===== src/rtl/tatzel_trim_sar.sv =====
// ----------------------------------------------------------------------------
// tatzel_trim_sar
//   Successive-approximation trim calibrator. Walks the trim code from MSB to
//   LSB. For each trial bit it waits for the analog reference to settle, then
//   samples the synchronized comparator and keeps or clears that bit. The final
//   code is the largest code for which the comparator reads 0.
//
//   Optional feature macro: TATZEL_TRIM_AVG_EN
//     defined   -> SAMPLE spans 3 cycles and uses a 2-of-3 majority vote of cmp_s
//     undefined -> SAMPLE is a single cycle that uses cmp_s directly
//
// Ports
//   clk        : rising-edge clock
//   rst        : asynchronous active-high reset
//   start      : one-cycle calibration request (ignored while busy or in DONE)
//   abort      : cancels a running calibration; wins over start
//   cmp_in     : asynchronous comparator, 1 = reference above target
//   trim_code  : trim code driven to the reference
//   busy       : high in SETTLE and SAMPLE
//   done       : one-cycle completion pulse
//   cal_valid  : trim_code holds a completed calibration result
// ----------------------------------------------------------------------------
module tatzel_trim_sar #(
    parameter int TRIM_W        = 6,
    parameter int SETTLE_CYCLES = 16
) (
    input  logic              clk,
    input  logic              rst,
    input  logic              start,
    input  logic              abort,
    input  logic              cmp_in,
    output logic [TRIM_W-1:0] trim_code,
    output logic              busy,
    output logic              done,
    output logic              cal_valid
);

    localparam int                IDX_W       = $clog2(TRIM_W);
    localparam logic [IDX_W-1:0]  MSB_IDX     = IDX_W'(TRIM_W - 1);
    localparam logic [7:0]        SETTLE_LAST = 8'(SETTLE_CYCLES - 1);
    localparam logic [TRIM_W-1:0] MID_CODE    = {1'b1, {(TRIM_W-1){1'b0}}};

    typedef enum logic [1:0] {
        S_IDLE,
        S_SETTLE,
        S_SAMPLE,
        S_DONE
    } state_t;

    state_t             r_state, w_state_nxt;
    logic               r_cmp_meta, r_cmp_s;
    logic [TRIM_W-1:0]  r_trim, w_trim_nxt;
    logic [IDX_W-1:0]   r_idx, w_idx_nxt, w_idx_dn;
    logic [7:0]         r_cnt, w_cnt_nxt;
    logic               r_cal_valid, w_cal_valid_nxt;
    logic               w_bit_clear;    // 1 = reference too high, drop the trial bit
    logic               w_sample_last;  // last SAMPLE cycle of the current bit
    logic               w_busy;

`ifdef TATZEL_TRIM_AVG_EN
    logic [1:0]         r_scnt, w_scnt_nxt;    // SAMPLE cycle index 0..2
    logic [1:0]         r_votes, w_votes_nxt;  // cmp_s from SAMPLE cycles 0 and 1
`endif

    assign w_idx_dn = r_idx - IDX_W'(1);
    assign w_busy   = (r_state == S_SETTLE) || (r_state == S_SAMPLE);

    // NOTE: every flop, synchronizer included, has an async reset so that the
    // outputs return to their idle values without waiting for a clock edge.
    always_ff @(posedge clk or posedge rst) begin
        if (rst) begin
            r_cmp_meta  <= 1'b0;
            r_cmp_s     <= 1'b0;
            r_state     <= S_IDLE;
            r_trim      <= MID_CODE;
            r_idx       <= MSB_IDX;
            r_cnt       <= '0;
            r_cal_valid <= 1'b0;
`ifdef TATZEL_TRIM_AVG_EN
            r_scnt      <= '0;
            r_votes     <= '0;
`endif
        end else begin
            r_cmp_meta  <= cmp_in;
            r_cmp_s     <= r_cmp_meta;
            r_state     <= w_state_nxt;
            r_trim      <= w_trim_nxt;
            r_idx       <= w_idx_nxt;
            r_cnt       <= w_cnt_nxt;
            r_cal_valid <= w_cal_valid_nxt;
`ifdef TATZEL_TRIM_AVG_EN
            r_scnt      <= w_scnt_nxt;
            r_votes     <= w_votes_nxt;
`endif
        end
    end

    // NOTE: every signal written here gets a hold/default value first, so no
    // path through the case statement can infer a latch.
    always_comb begin
        w_state_nxt     = r_state;
        w_trim_nxt      = r_trim;
        w_idx_nxt       = r_idx;
        w_cnt_nxt       = r_cnt;
        w_cal_valid_nxt = r_cal_valid;
`ifdef TATZEL_TRIM_AVG_EN
        w_scnt_nxt      = r_scnt;
        w_votes_nxt     = r_votes;
        w_sample_last   = (r_scnt == 2'd2);
        w_bit_clear     = (r_votes[0] & r_votes[1]) |
                          (r_votes[0] & r_cmp_s)    |
                          (r_votes[1] & r_cmp_s);
`else
        w_sample_last   = 1'b1;
        w_bit_clear     = r_cmp_s;
`endif

        case (r_state)
            S_IDLE: begin
                if (start && !abort) begin
                    w_state_nxt     = S_SETTLE;
                    w_trim_nxt      = MID_CODE;
                    w_idx_nxt       = MSB_IDX;
                    w_cnt_nxt       = '0;
                    w_cal_valid_nxt = 1'b0;
                end
            end
            S_SETTLE: begin
                if (r_cnt == SETTLE_LAST) begin
                    w_cnt_nxt   = '0;
                    w_state_nxt = S_SAMPLE;
                end else begin
                    w_cnt_nxt   = r_cnt + 8'd1;
                end
            end
            S_SAMPLE: begin
`ifdef TATZEL_TRIM_AVG_EN
                if (!w_sample_last) begin
                    w_votes_nxt[r_scnt[0]] = r_cmp_s;
                    w_scnt_nxt             = r_scnt + 2'd1;
                end else begin
                    w_scnt_nxt             = '0;
                end
`endif
                if (w_sample_last) begin
                    if (w_bit_clear) begin
                        w_trim_nxt[r_idx] = 1'b0;
                    end
                    if (r_idx != '0) begin
                        w_trim_nxt[w_idx_dn] = 1'b1;
                        w_idx_nxt            = w_idx_dn;
                        w_state_nxt          = S_SETTLE;
                    end else begin
                        // Result is final here, so cal_valid rises with done.
                        w_state_nxt     = S_DONE;
                        w_cal_valid_nxt = 1'b1;
                    end
                end
            end
            S_DONE: begin
                w_state_nxt = S_IDLE;
            end
            default: begin
                w_state_nxt = S_IDLE;
            end
        endcase

        // Abort overrides whatever the running state decided this cycle.
        if (abort && w_busy) begin
            w_state_nxt     = S_IDLE;
            w_trim_nxt      = MID_CODE;
            w_idx_nxt       = MSB_IDX;
            w_cnt_nxt       = '0;
            w_cal_valid_nxt = 1'b0;
`ifdef TATZEL_TRIM_AVG_EN
            w_scnt_nxt      = '0;
`endif
        end
    end

    assign trim_code = r_trim;
    assign busy      = w_busy;
    assign done      = (r_state == S_DONE);
    assign cal_valid = r_cal_valid;

endmodule


===== config.mk =====
export PLATFORM = sky130hd
export DESIGN_NAME = tatzel_trim_sar
export DESIGN_NICKNAME = d
export VERILOG_FILES = /design/src/rtl/tatzel_trim_sar.sv
export SDC_FILE = /design/constraint.sdc
export NUM_CORES = 1
export LEC_CHECK = 0
export ABC_AREA = 0
export BUFFER_PORTS_ARGS = -buffer_cell sky130_fd_sc_hd__buf_4
export CAP_MARGIN = 15
export CORE_ASPECT_RATIO = 1.2
export CORE_MARGIN = 8
export CORE_UTILIZATION = 40
export CTS_CLUSTER_SIZE = 8
export DETAILED_ROUTE_END_ITERATION = 6
export GPL_ROUTABILITY_DRIVEN = 0
export GPL_TIMING_DRIVEN = 0
export PLACE_DENSITY = 0.67
export SETUP_SLACK_MARGIN = 0.15
export SLEW_MARGIN = 20
export SYNTH_ARGS = -nofsm -noshare
export SYNTH_HDL_FRONTEND = slang
export SYNTH_SLANG_ARGS = --single-unit
export TNS_END_PERCENT = 10

===== constraint.sdc =====
create_clock -name clk -period 1.67 [get_ports clk]
set_input_delay 0.167 -clock clk [delete_from_list [all_inputs] [get_ports clk]]
set_output_delay 0.167 -clock clk [all_outputs]
set_load 0.05 [all_outputs]

# Word-level counts from Yosys, hierarchy flattened
# Index checks and enable logic that the tools add are counted.
# Widths: inputs -> output; s select.
totals:
  ff_bits: 22
  in_bits: 5
  output_inout_bits: 9
  wordCells: 66
classes:
  add_sub_neg: 2
  n_lt_le_gt_ge: 4
  eq_ne: 8
  mux: 27
  bitwise_logic: 3
  reduce_logical: 15
op_table:
  columns: ["cell", "n"]
  rows:
  - ["$mux 6", 5]
  - ["$mux 8", 3]
  - ["$pmux 8 s2", 1]
  - ["$pmux 6 s2", 1]
  - ["$mux 3", 3]
  - ["$reduce_bool 3->1", 3]
  - ["$add 8x1->8 const B", 1]
  - ["$eq 8x4->1 const B", 1]
  - ["$lt 3x4->1 const B", 2]
  - ["$mux 2", 4]
  - ["$pmux 2 s4", 1]
  - ["$and 6x6->6", 1]
  - ["$demux 1 s3", 2]
  - ["$ge 3x1->1 const B", 2]
  - ["$ne 3x1->1 const B", 2]
  - ["$not 6->6", 1]
  - ["$or 6x6->6", 1]
  - ["$pmux 3 s2", 1]
  - ["$reduce_and 2->1", 3]
  - ["$reduce_and 3->1", 2]
  - ["$mux 1", 5]
  - ["$eq 2x2->1 const B", 2]
  - ["$logic_and 1x1->1", 4]
  - ["$ne 3x2->1 const B", 1]
  - ["7 further kinds", 7]

# Depth between registers and ports, before layout
# Gate-level depths: netlist (run 1).
logic_depth:
  ltp_word: 12
  depth_mapped: 8
  ltp_nobuf: 7

# Least setup slack after synthesis (run 1)
# Ideal clock, no wire load.
synth_timing:
  kind: "flip-flop to flip-flop"
  startpoint: "register r_state[1]"
  endpoint: "register r_cnt[7]"
  setup_ns: 0.121
  arrival_ns: 1.908
  required_ns: 1.549
  slack_ns: -0.359
  stages_incl_launch_ff: 8
  n_path_buf: 1
  period_less_slack_ns: 2.029
  path_cell_list: "dfrtp_1 inv_1 ha_1 nand2_1 clkbuf_1 nand3_1 o21ai_0 a22o_1"
synth_via:
  elab_chain_cells: 5
  word_cells_on_any_way: 10
  cone_classes: "eq/ne: 3; mux: 2; reduce/logical: 5"
synth_lines:
  columns: ["element", "line", "source"]
  rows:
  - ["start: declaration", "50", "state_t r_state, w_state_nxt;"]
  - ["start signal: assignment", "86", "r_state <= w_state_nxt;"]
  - ["$eq 2x1->1 / $eq 2x2->1 (equally long branches)", "66", "assign w_busy = (r_state == S_SETTLE) || (r_state == S_SAMPLE);"]
  - ["$logic_or 1x1->1 (*)", "66", null]
  - ["named net busy", "33", "output logic busy,"]
  - ["$logic_and 1x1->1 (*)", "169", "if (abort && w_busy) begin"]
  - ["$ne 3x3->1 (no line) / $reduce_bool 3->1 (equally long branches)", null, null]
  - ["$reduce_and 2->1 (no line)", null, null]
  - ["end signal: assignment", "89", "r_cnt <= w_cnt_nxt;"]
  - ["end: declaration", "54", "logic [7:0] r_cnt, w_cnt_nxt;"]
# Mark *: on every way through the listed nets, which the timed path passes. The rest lies on a longest branch.
# A chain may end at the register's enable or synchronous reset.

# Worst setup path in the final report (run 1)
layout_timing:
  startpoint: "register r_cnt[5]"
  endpoint: "register r_state[1]"
layout_via:
  elab_chain_cells: 3
layout_lines:
  columns: ["element", "line", "source"]
  rows:
  - ["$eq 8x4->1", "129", "if (r_cnt == SETTLE_LAST) begin"]
  - ["$ne 3x1->1 (no line)", null, null]
  - ["$reduce_and 2->1 (no line)", null, null]
# No other way between the ends.

==> results of run 1 <==
[cell families after synthesis]
kind of cell,count (synthesis),synth area share [%]
AND/OR/NAND/NOR,55,22.8
multiplexers,2,1.63
adder cells (fa/ha/maj),8,7.67
AO/OA/AOI/OAI,42,22.0
buffers and inverters,12,3.45
flip-flops,22,42.5
[what timing repair did]
action                                  CTS  global route
pin swaps                                 3             5
gates resized for setup                  15            21
endpoints found under the setup margin   21            21
endpoints found under the hold margin     1             0
hold buffers                              1             0
buffers inserted                          6             4
[cell usage after synthesis (2+ instances only)]
master and number:
clkbuf_1 4, or3_4 2, ha_1 8, nor2b_1 3, o21ai_0 13, a22o_1 3, nand3_1 7, dfrtp_1 19
a32oi_1 2, nand2b_1 6, dfstp_2 3, a21oi_1 7, inv_1 7, nand2_1 12, nand4_1 2, nand3b_1 2
nor2_1 9, nor3b_1 2, o22ai_1 3, and3_1 6, and2_1 2
[cell type report]
cell class | count | area (um^2) | area share, %
clock inverter | 1 | 30.0 | 1.76
multi-input combinational | 107 | 790 | 46.4
buffer | 4 | 37.5 | 2.21
sequential | 22 | 556 | 32.6
inverter | 8 | 35.0 | 2.06
timing repair buffer | 24 | 186 | 11.0
clock buffer | 3 | 22.5 | 1.32
tap | 36 | 45.0 | 2.65
[power breakdown]
part	leakage [nW]	total, mW	internal, mW	switching (mW)
combinational	0.445	1.61	0.674	0.935
clock	0.0279	0.414	0.242	0.171
sequential	0.287	0.723	0.646	0.0770
[worst reg2reg max path, cell delays in order (launching register included)]
cell and delay, ns:
dfrtp_1 0.40, or3_4 0.40, or3_4 0.41, a2111o_1 0.37, a32oi_1 0.22
[worst paths after layout]
check / start / depth (start not counted) / endpoint / slack [ns]
max: r_cnt[5]$_DFFE_PP0P_ / 4 / r_state[1]$_DFFE_PP0P_ / -0.22
min: rst / 2 / r_cmp_meta$_DFF_PP0_ / 0.009
max reg2reg: r_cnt[5]$_DFFE_PP0P_ / 4 / r_state[1]$_DFFE_PP0P_ / -0.22
min reg2reg: r_cmp_meta$_DFF_PP0_ / 0 / r_cmp_s$_DFF_PP0_ / 0.37
max in group asynchronous: rst / 2 / r_state[0]$_DFFE_PP0P_ / 1.09
min in group clk: abort / 2 / r_cnt[1]$_DFFE_PP0P_ / 0.06
[sequential cells by signal, indices dropped and copies added, names as in the netlist]
name and cells:
cal_valid 1, r_cmp_meta 1, r_cmp_s 1, r_cnt 8
r_idx 3, r_state 2, trim_code 6
[routing by layer]
metal | vias up | routed length, um | global-route usage, %
met2 | 32 | 1520 | 19.8
met1 | 571 | 1240 | 12.3
met3 | 9 | 144 | 2.27
met5 | - | 0 | 0
li1 | 579 | - | -
met4 | 0 | 58 | 5.95
==> summary.md, run 1 <==
| Metric | Value |
|---|---|
| Via-to-Cell Ratio | 5.81 |
| Setup CP Type | flip-flop to flip-flop |
| Yosys reg bits | 22 |
| Worst Max-Slew Pin Slew | 0.834 ns |
| Total grt overflow | 0 |
| Worst Path Max Fanout | 4 |
| Final setup violation count | 8 |
| Max Cap Viol | 0 |
| Leakage | 0.760 nW |
| Ratio of cells with drive above 1 in the final layout | 33.7% |
| Register area share after synthesis | 42.5% |
| Crit. End Element | flip-flop |
| Fill count | 288 |
| Final Non-Filler Cells | 205 |
| CP peak stage delay | 0.41 ns |
| Pre-antenna DRT Iters | 4 |
| Initial antenna violation count | 0 |
| Number of hold violations in the final report | 0 |
| Rel. slew slack | 44.3% |
| Startpoint types | flip-flop |
| Syn_nets | 154 |
| Synth Flop Type | dfrtp_1 |
| Number of diodes | 0 |
| DR iter-0 viols | 71 |
| Pin count of the biggest net entering global routing | 23 |
| CP max stage cell | or3_4 |
| Ys async rst share | 100% |
| Layout area overhead | 30.4% |
| Post-synth EDFFs | 0 |
| Die Height | 78.6 um |
| # IOs | 14 |
| Die footprint | 5350 um^2 |
| Hold slack | 0.00851 ns |
| Vias in the first global route | 1189 |
| Starting Density | 42.3% |
| Final HPWL DP | 2.14 mm |
| Commonest cells after routing, fill and taps aside | buf_4 (23), dfrtp_1 (18), nand2_1 (10), o21ai_0 (9), nor2_1 (8) |
| CTS clk-pin slew, worst paths | 0.13 ns |
| CTS Buf Count | 3 |
| Largest delay contributor family on the critical path | simple AND/OR/NAND/NOR gates |
| Final instance area | 1700 um^2 |
| Synth Warn # | 0 |
| Setup Skew | 0.00356 ns |
| Worst endpoint required time | 1.90 ns |
| Total Neg Setup Slack | -0.826 ns |
| Peak supply drop | 1.66 mV |
| Status | finished with violations |
| Final min period | 1.89 ns |
| Slew Viols, Final | 0 |
| CP dominant cell by count | or3_4 |
| Final ANT Viol Nets | 0 |
| Avg Synthesized Cell Area | 9.26 um^2 |
| H-tree depth | 1 |
| HP Class | input port to asynchronous set/reset pin |
| Yosys cell types | 40 |
| Layout Nets | 183 |
| Synth Instances | 141 |
| Placed inst area | 1460 um^2 |
| DRC | 0 |
| Wire length per cell | 14.4 um |
| First-pass GRT wire length | 4.95 mm |
| Critical Path, Cell by Cell | or3_4, or3_4, a2111o_1, a32oi_1 |
| Power Density | 1610 nW/um^2 |
| Die Wd | 68.1 um |
| Row cnt | 22 |
| Violated checks | setup timing |
| Synth area leaders | dfrtp_1 (36%), ha_1 (7.7%), dfstp_2 (6.0%) |
| Core ar. | 3080 um^2 |
| Tot Pwr | 2.75 mW |
| TritonCTS clock tree | yes |
| Placed insts | 190 |
| Mapped cell area | 1310 um^2 |
| Commonest non-fill, non-tap cell in the layout | buf_4 |
| Clk buf depth | 2 |
| Fin crit share | 113% |
| Clk Latency, worst-skew pair | 0.31 ns |
| Unrepaired setup endpoints after global routing | yes |
| # port buffers | 13 |
| Crit path DAT | 2.12 ns |
| Top cell type by total area after synthesis | dfrtp_1 |
| Worst slack, placed | -0.314 ns |
| Worst Path Buf+Inv | 0 |
| CTS Root Cell | clkbuf_4 |
| Final Util | 55.2% |
| Maximum clock frequency | 529 MHz |
| Gr usage total | 11.4% |
| Final Worst Setup Slack | -0.221 ns |
| Sink Count | 22 |
| Total number of vias | 1191 |
| Total wire length | 2.96 mm |
| Top cell type's share of synthesized area | 36.4% |
Power figures use the tool's default switching activity.
==> run 2, diff against run 1 <==
Settings changed: CELL_PAD_IN_SITES_DETAIL_PLACEMENT set to 1, CELL_PAD_IN_SITES_GLOBAL_PLACEMENT set to 2, CORE_UTILIZATION 40 to 32, PLACE_DENSITY 0.67 to 0.81.
==> run 2 against run 1 <==
Total power up 5.4%. The flow still finishes with violations (setup timing). Design area up 6.8%. Clock power down 17%. Largest power group unchanged. Sequential share of layout area down 2.0 points. Register-to-register slack better by 0.13 ns.
==> summary.md, run 2 (synthesized netlist as in run 1, its figures left out) <==
| Metric | Value |
|---|---|
| Worst Max-Slew Pin Slew | 0.877 ns (+0.0433 ns) |
| Leakage | 0.786 nW (+3.4%) |
| Final ANT Viol Nets | 0 (unchanged) |
| Commonest non-fill, non-tap cell in the layout | buf_4 |
| Worst Path Max Fanout | 5 (+1) |
| H-tree depth | 1 (unchanged) |
| Worst Path Buf+Inv | 1 (+1) |
| Largest register FFs | 8 (unchanged) |
| Met1 Routed Length | 1.58 mm (+28%) |
| DRC | 0 (unchanged) |
| Setup Skew | 0.00316 ns (-0.000399 ns) |
| Startpoint types | flip-flop |
| Layout area overhead | 39.3% |
| Crit path DAT | 1.91 ns (-0.21 ns) |
| Reg with most FFs | r_cnt |
| Power Density | 1590 nW/um^2 (-1.4%) |
| Unrepaired setup endpoints after global routing | yes |
| Critical Path, Cell by Cell | or3_4, buf_4, o311ai_4, nor2_4, mux2_2 |
| Reg2reg start | r_cnt[7]$_DFFE_PP0P_ |
| Gr usage total | 12.5% (+1.2 points) |
| Worst endpoint required time | 1.82 ns (-0.08 ns) |
| CTS Root Cell | clkbuf_8 |
| Wire length per cell | 16.5 um (+15%) |
| Crit. End Element | flip-flop |
| Commonest cells after routing, fill and taps aside | buf_4 (27), dfrtp_1 (17), nand2_1 (10), o21ai_1 (8), nor2_1 (7) |
| TritonCTS clock tree | yes |
| Core ar. | 3940 um^2 (+28%) |
| # IOs | 14 (unchanged) |
| Critical path startpoint | r_cnt[7]$_DFFE_PP0P_ |
| Violated checks | setup timing |
| Die footprint | 6390 um^2 (+19%) |
| Final min period | 1.76 ns (-0.132 ns) |
| Max Cap Viol | 0 (unchanged) |
| Total wire length | 3.76 mm (+27%) |
| Status | finished with violations |
| Pin count of the biggest net entering global routing | 23 (unchanged) |
| HP Class | input port to asynchronous set/reset pin |
| Number of diodes | 0 (unchanged) |
| Die Wd | 74.3 um (+9.0%) |
| Peak supply drop | 0.971 mV (-42%) |
| Row cnt | 25 (+14%) |
| DR iter-0 viols | 48 (-32%) |
| Fill count | 466 (+62%) |
| Final setup violation count | 9 (+1) |
| Met2 Wirelength | 2.00 mm (+32%) |
| Clk Latency, worst-skew pair | 0.26 ns (-0.05 ns) |
| Total number of vias | 1255 (+5.4%) |
| # port buffers | 13 (unchanged) |
| Fin crit share | 105% (-7.9 points) |
| Setup CP Type | flip-flop to flip-flop |
| Tot Pwr | 2.89 mW (+5.4%) |
| Largest delay contributor family on the critical path | simple AND/OR/NAND/NOR gates |
| Rel. slew slack | 41.4% (-2.9 points) |
| CTS Buf Count | 3 (unchanged) |
| WL met3 | 106 um (-26%) |
| Worst slack, placed | -0.423 ns (-0.109 ns) |
| Vias in the first global route | 1322 (+11%) |
| Via-to-Cell Ratio | 5.53 (-4.8%) |
| Total grt overflow | 0 (unchanged) |
| Starting Density | 33.1% (-9.2 points) |
| Sink Count | 22 (unchanged) |
| Slew Viols, Final | 0 (unchanged) |
| Maximum clock frequency | 569 MHz (+7.5%) |
| Number of hold violations in the final report | 0 (unchanged) |
| Die Height | 86.0 um (+9.4%) |
| Final HPWL DP | 2.64 mm (+24%) |
| Layout Nets | 187 (+2.2%) |
| Final Util | 46.1% (-9.1 points) |
| Clk buf depth | 2 (unchanged) |
| CP peak stage delay | 0.39 ns (-0.02 ns) |
| CP max stage cell | dfrtp_1 |
| Max Used Layer | met4 |
| First-pass GRT wire length | 6.43 mm (+30%) |
| Pre-antenna DRT Iters | 4 (unchanged) |
| Final Worst Setup Slack | -0.0888 ns (+0.132 ns) |
| Initial antenna violation count | 0 (unchanged) |
| Ratio of cells with drive above 1 in the final layout | 39.3% (+5.6 points) |
| CTS clk-pin slew, worst paths | 0.08 ns (-0.05 ns) |
==> run 2: changes by cell type in the layout (fill, tap and decap cells not counted), sizes merged <==
cell | previous run | this run
bufinv | 1 | 0
clkbuf | 5 | 6
buf | 25 | 29
==> run 2: metrics by stage <==
step           setup TNS, ns  area [um^2]  cells  hold slack (ns)
4_1_cts                -1.02         1680    218          0.00127
6_report              -0.451         1820    227           0.0862
3_3_place_gp           -4.05         1490    208            0.278
5_1_grt                -1.35         1820    227            0.124
3_5_place_dp           -5.23         1490    208            0.280
2_1_floorplan         -0.455         1320    141            0.154
==> run 2: final cells by class <==
| cell class | count | area, um^2 | share of cell area [%] |
|---|---|---|---|
| inverters | 8 | 37.5 | 2.06 |
| repair buffers | 28 | 213 | 11.7 |
| multi-input cells | 107 | 851 | 46.8 |
| flip-flops and latches | 22 | 557 | 30.6 |
| clock buffers | 4 | 45.0 | 2.48 |
| plain buffers | 4 | 47.5 | 2.62 |
| well taps | 54 | 67.6 | 3.72 |
==> run 2: final timing paths <==
check	end	slack [ns]	depth (start not counted)
worst max-delay path	r_cnt[0]$_DFFE_PP0P_	-0.09	5
worst min-delay path	cal_valid$_DFFE_PP0P_	0.09	2
worst max register to register	r_cnt[0]$_DFFE_PP0P_	-0.09	5
worst min register to register	r_cmp_s$_DFF_PP0_	0.36	0
max in group asynchronous	r_cnt[5]$_DFFE_PP0P_	0.98	2
min in group clk	r_state[1]$_DFFE_PP0P_	0.13	2
==> run 2: repair_timing <==
action	4_1_cts	5_1_grt
endpoints found under the hold margin	0	1
endpoints found under the setup margin	20	20
setup buffers	6	8
hold buffers	0	1
pin swaps	10	10
gates cloned	0	0
resized for setup	32	20
==> run 2: power by group <==
part / internal, mW / total (mW) / switching, mW
logic: 0.769 / 1.81 / 1.04
clock network: 0.170 / 0.344 / 0.174
registers: 0.646 / 0.742 / 0.0963
total: 1.59 / 2.89 / 1.31
==> run 2: layer usage <==
metal / GRT usage [%] / vias up
met3: 1.87 / 9
met2: 22.0 / 25
met4: 3.39 / 0
li1: - / 586
met1: 15.1 / 635
met5: 0 / -
==> run 3, diff against run 2 <==
Settings changed: BUFFER_PORTS_ARGS -buffer_cell sky130_fd_sc_hd__buf_4 to not set, CORE_UTILIZATION 32 to 35, DONT_BUFFER_PORTS set to 1.
==> run 3 against run 2 <==
The run ends with hold timing, setup timing left. First-iteration DRC count fell by 2.1%. Register-to-register slack is essentially flat. Design area shrank 4.6%. Flip-flop and latch count stayed put. Wire length rose by 0.77%. Via count shrank 7.2%. Cell count decreased by 12%. Critical path type unchanged. Largest cell class unchanged.
==> summary.md, run 3 (synthesized netlist as in run 1, its figures left out) <==
| Metric | Value |
|---|---|
| Status | finished with violations |
| Violated checks | hold timing, setup timing |
| Number of diodes | 0 (unchanged) |
| Setup CP Type | flip-flop to flip-flop |
| Fin crit share | 105% (-0.59 points) |
| Die Height | 82.9 um (-3.6%) |
| Reg with most FFs | r_cnt |
| Sink Count | 22 (unchanged) |
| Clock Power Share | 16.9% (+5.0 points) |
| Register area | 554 um^2 (-0.45%) |
| Sw Ratio | 43.7% (-1.5 points) |
| Met1 Routed Length | 1.54 mm (-2.3%) |
| WL met3 | 151 um (+42%) |
| Worst Max-Slew Pin Slew | 0.886 ns (+0.00852 ns) |
| Final ANT Viol Nets | 0 (unchanged) |
| Clk buf depth | 2 (unchanged) |
| Via-to-Cell Ratio | 5.85 (+5.9%) |
| Crit path DAT | 1.91 ns (about the same) |
| Met2 Wirelength | 2.02 mm (+1.2%) |
| Sequential share of power | 28.1% (+2.5 points) |
| Final Util | 48.1% (+2.0 points) |
| Worst Path Max Fanout | 5 (unchanged) |
| Vias in the first global route | 1253 (-5.2%) |
| CTS Root Cell | clkbuf_8 |
| Leakage | 0.736 nW (-6.4%) |
| # IOs | 14 (unchanged) |
| Power Density | 1750 nW/um^2 (+9.6%) |
| Wire length per cell | 19.0 um (+15%) |
| Rel. slew slack | 40.9% (-0.57 points) |
| Final setup violation count | 11 (+2) |
| Gate power share | 55.0% (-7.5 points) |
| DRC | 0 (unchanged) |
| # port buffers | 0 (-13) |
| Final instance area | 1730 um^2 (-4.6%) |
| Max Used Layer | met4 |
| Initial antenna violation count | 0 (unchanged) |
| First-pass GRT wire length | 6.17 mm (-4.1%) |
| Fill count | 409 (-12%) |
| Die Wd | 71.7 um (-3.4%) |
| Layout area overhead | 32.9% |
| Ratio of cells with drive above 1 in the final layout | 31.9% (-7.4 points) |
| Setup Skew | 0.00285 ns (-0.000314 ns) |
| Peak supply drop | 0.878 mV (-9.6%) |
| Worst slack, placed | -0.392 ns (+0.0310 ns) |
| Net Sw Power | 1.32 mW (+1.1%) |
| Multi-input logic area | 848 um^2 (-0.29%) |
| Worst endpoint required time | 1.83 ns (about the same) |
| Clk Latency, worst-skew pair | 0.27 ns (about the same) |
| Pre-antenna DRT Iters | 4 (unchanged) |
| Startpoint types | flip-flop |
| Die footprint | 5950 um^2 (-6.9%) |
| Commonest cells after routing, fill and taps aside | dfrtp_1 (19), buf_4 (13), nand2_1 (10), nor2_1 (7), o21ai_1 (7) |
| Slew Viols, Final | 0 (unchanged) |
| CTS clk-pin slew, worst paths | 0.08 ns (about the same) |
| Number of hold violations in the final report | 19 (+19) |
| Placed insts | 180 (-13%) |
| Total number of vias | 1165 (-7.2%) |
| DR iter-0 viols | 47 (-2.1%) |
| Unrepaired setup endpoints after global routing | yes |
| Crit. End Element | flip-flop |
| Placed inst area | 1370 um^2 (-7.8%) |
| Starting Density | 36.2% (+3.1 points) |
| TritonCTS clock tree | yes |
| Final min period | 1.75 ns (-0.00993 ns) |
| Largest register FFs | 8 (unchanged) |
| Commonest non-fill, non-tap cell in the layout | dfrtp_1 |
| Tot Pwr | 3.03 mW (+4.6%) |
| Core ar. | 3600 um^2 (-8.6%) |
| Maximum clock frequency | 572 MHz (+0.57%) |
| Max Cap Viol | 0 (unchanged) |
| H-tree depth | 1 (unchanged) |
| Final Worst Setup Slack | -0.0788 ns (+0.00993 ns) |
| HP Class | input port to asynchronous set/reset pin |
| Hold slack | -0.0324 ns (-0.119 ns) |
| Gr usage total | 12.9% (+0.35 points) |
| Row cnt | 24 (-4.0%) |
| Layout Nets | 174 (-7.0%) |
| Total grt overflow | 0 (unchanged) |
| Pin count of the biggest net entering global routing | 23 (unchanged) |
| Internal Power | 1.70 mW (+7.4%) |
| CTS Buf Count | 3 (unchanged) |
| Total wire length | 3.79 mm (+0.77%) |
| Final Non-Filler Cells | 199 (-12%) |
| Final HPWL DP | 2.48 mm (-6.1%) |
[run 3: metal layers]
metal  up-vias  track usage (%)
li1        558                -
met1       584             14.5
met2        17             23.0
met3         6             2.88
met4         0             3.91
met5         -                0
[run 3: cell type report]
cell class	count	area share [%]
multi-input combinational	107	48.9
sequential	22	32.0
timing repair buffer	15	6.78
buffer	4	3.39
tap	39	2.81
clock buffer	3	2.38
inverter	8	2.02
clock inverter	1	1.73
[run 3: worst max-delay path, cell delays in order (launching register included)]
cell	delay (ns)
dfrtp_1	0.39
or3_4	0.39
buf_4	0.15
o311ai_4	0.31
nor2_2	0.12
mux2_2	0.27
[run 3: timing repair]
action,4_1_cts,5_1_grt
hold endpoints to repair,3,0
pin swaps,14,9
buffers inserted,11,2
hold buffers,2,0
setup endpoints to repair,20,20
gates resized for setup,35,13
[run 3: final timing paths]
kind / cells after the start / from / to / slack, ns
max: 5 / r_cnt[6]$_DFFE_PP0P_ / r_cnt[0]$_DFFE_PP0P_ / -0.08
max in group asynchronous: 1 / rst / trim_code[2]$_DFFE_PP0P_ / 1.16
min in group clk: 3 / abort / trim_code[4]$_DFFE_PP0P_ / 0.23
max reg2reg: 5 / r_cnt[6]$_DFFE_PP0P_ / r_cnt[0]$_DFFE_PP0P_ / -0.08
min: 1 / rst / r_cmp_meta$_DFF_PP0_ / -0.03
min reg2reg: 0 / r_cmp_meta$_DFF_PP0_ / r_cmp_s$_DFF_PP0_ / 0.36
[run 3: power by group through the flow]
stage                     Combinational [mW]  Clock [mW]  Sequential, mW
after global routing                    1.82       0.542           0.862
after CTS                               1.52       0.524           0.838
after global placement                  1.13           0           0.863
final                                   1.66       0.512           0.850
after detailed placement                1.17           0           0.870
after floorplan                        0.934           0           0.835
[run 3: per-stage QoR]
step	hold slack [ns]	setup TNS (ns)
2_1_floorplan	0.154	-0.455
3_3_place_gp	0.199	-4.33
3_5_place_dp	0.199	-5.27
4_1_cts	0.00289	-0.549
5_1_grt	0.0458	-1.43
6_report	-0.0324	-0.471
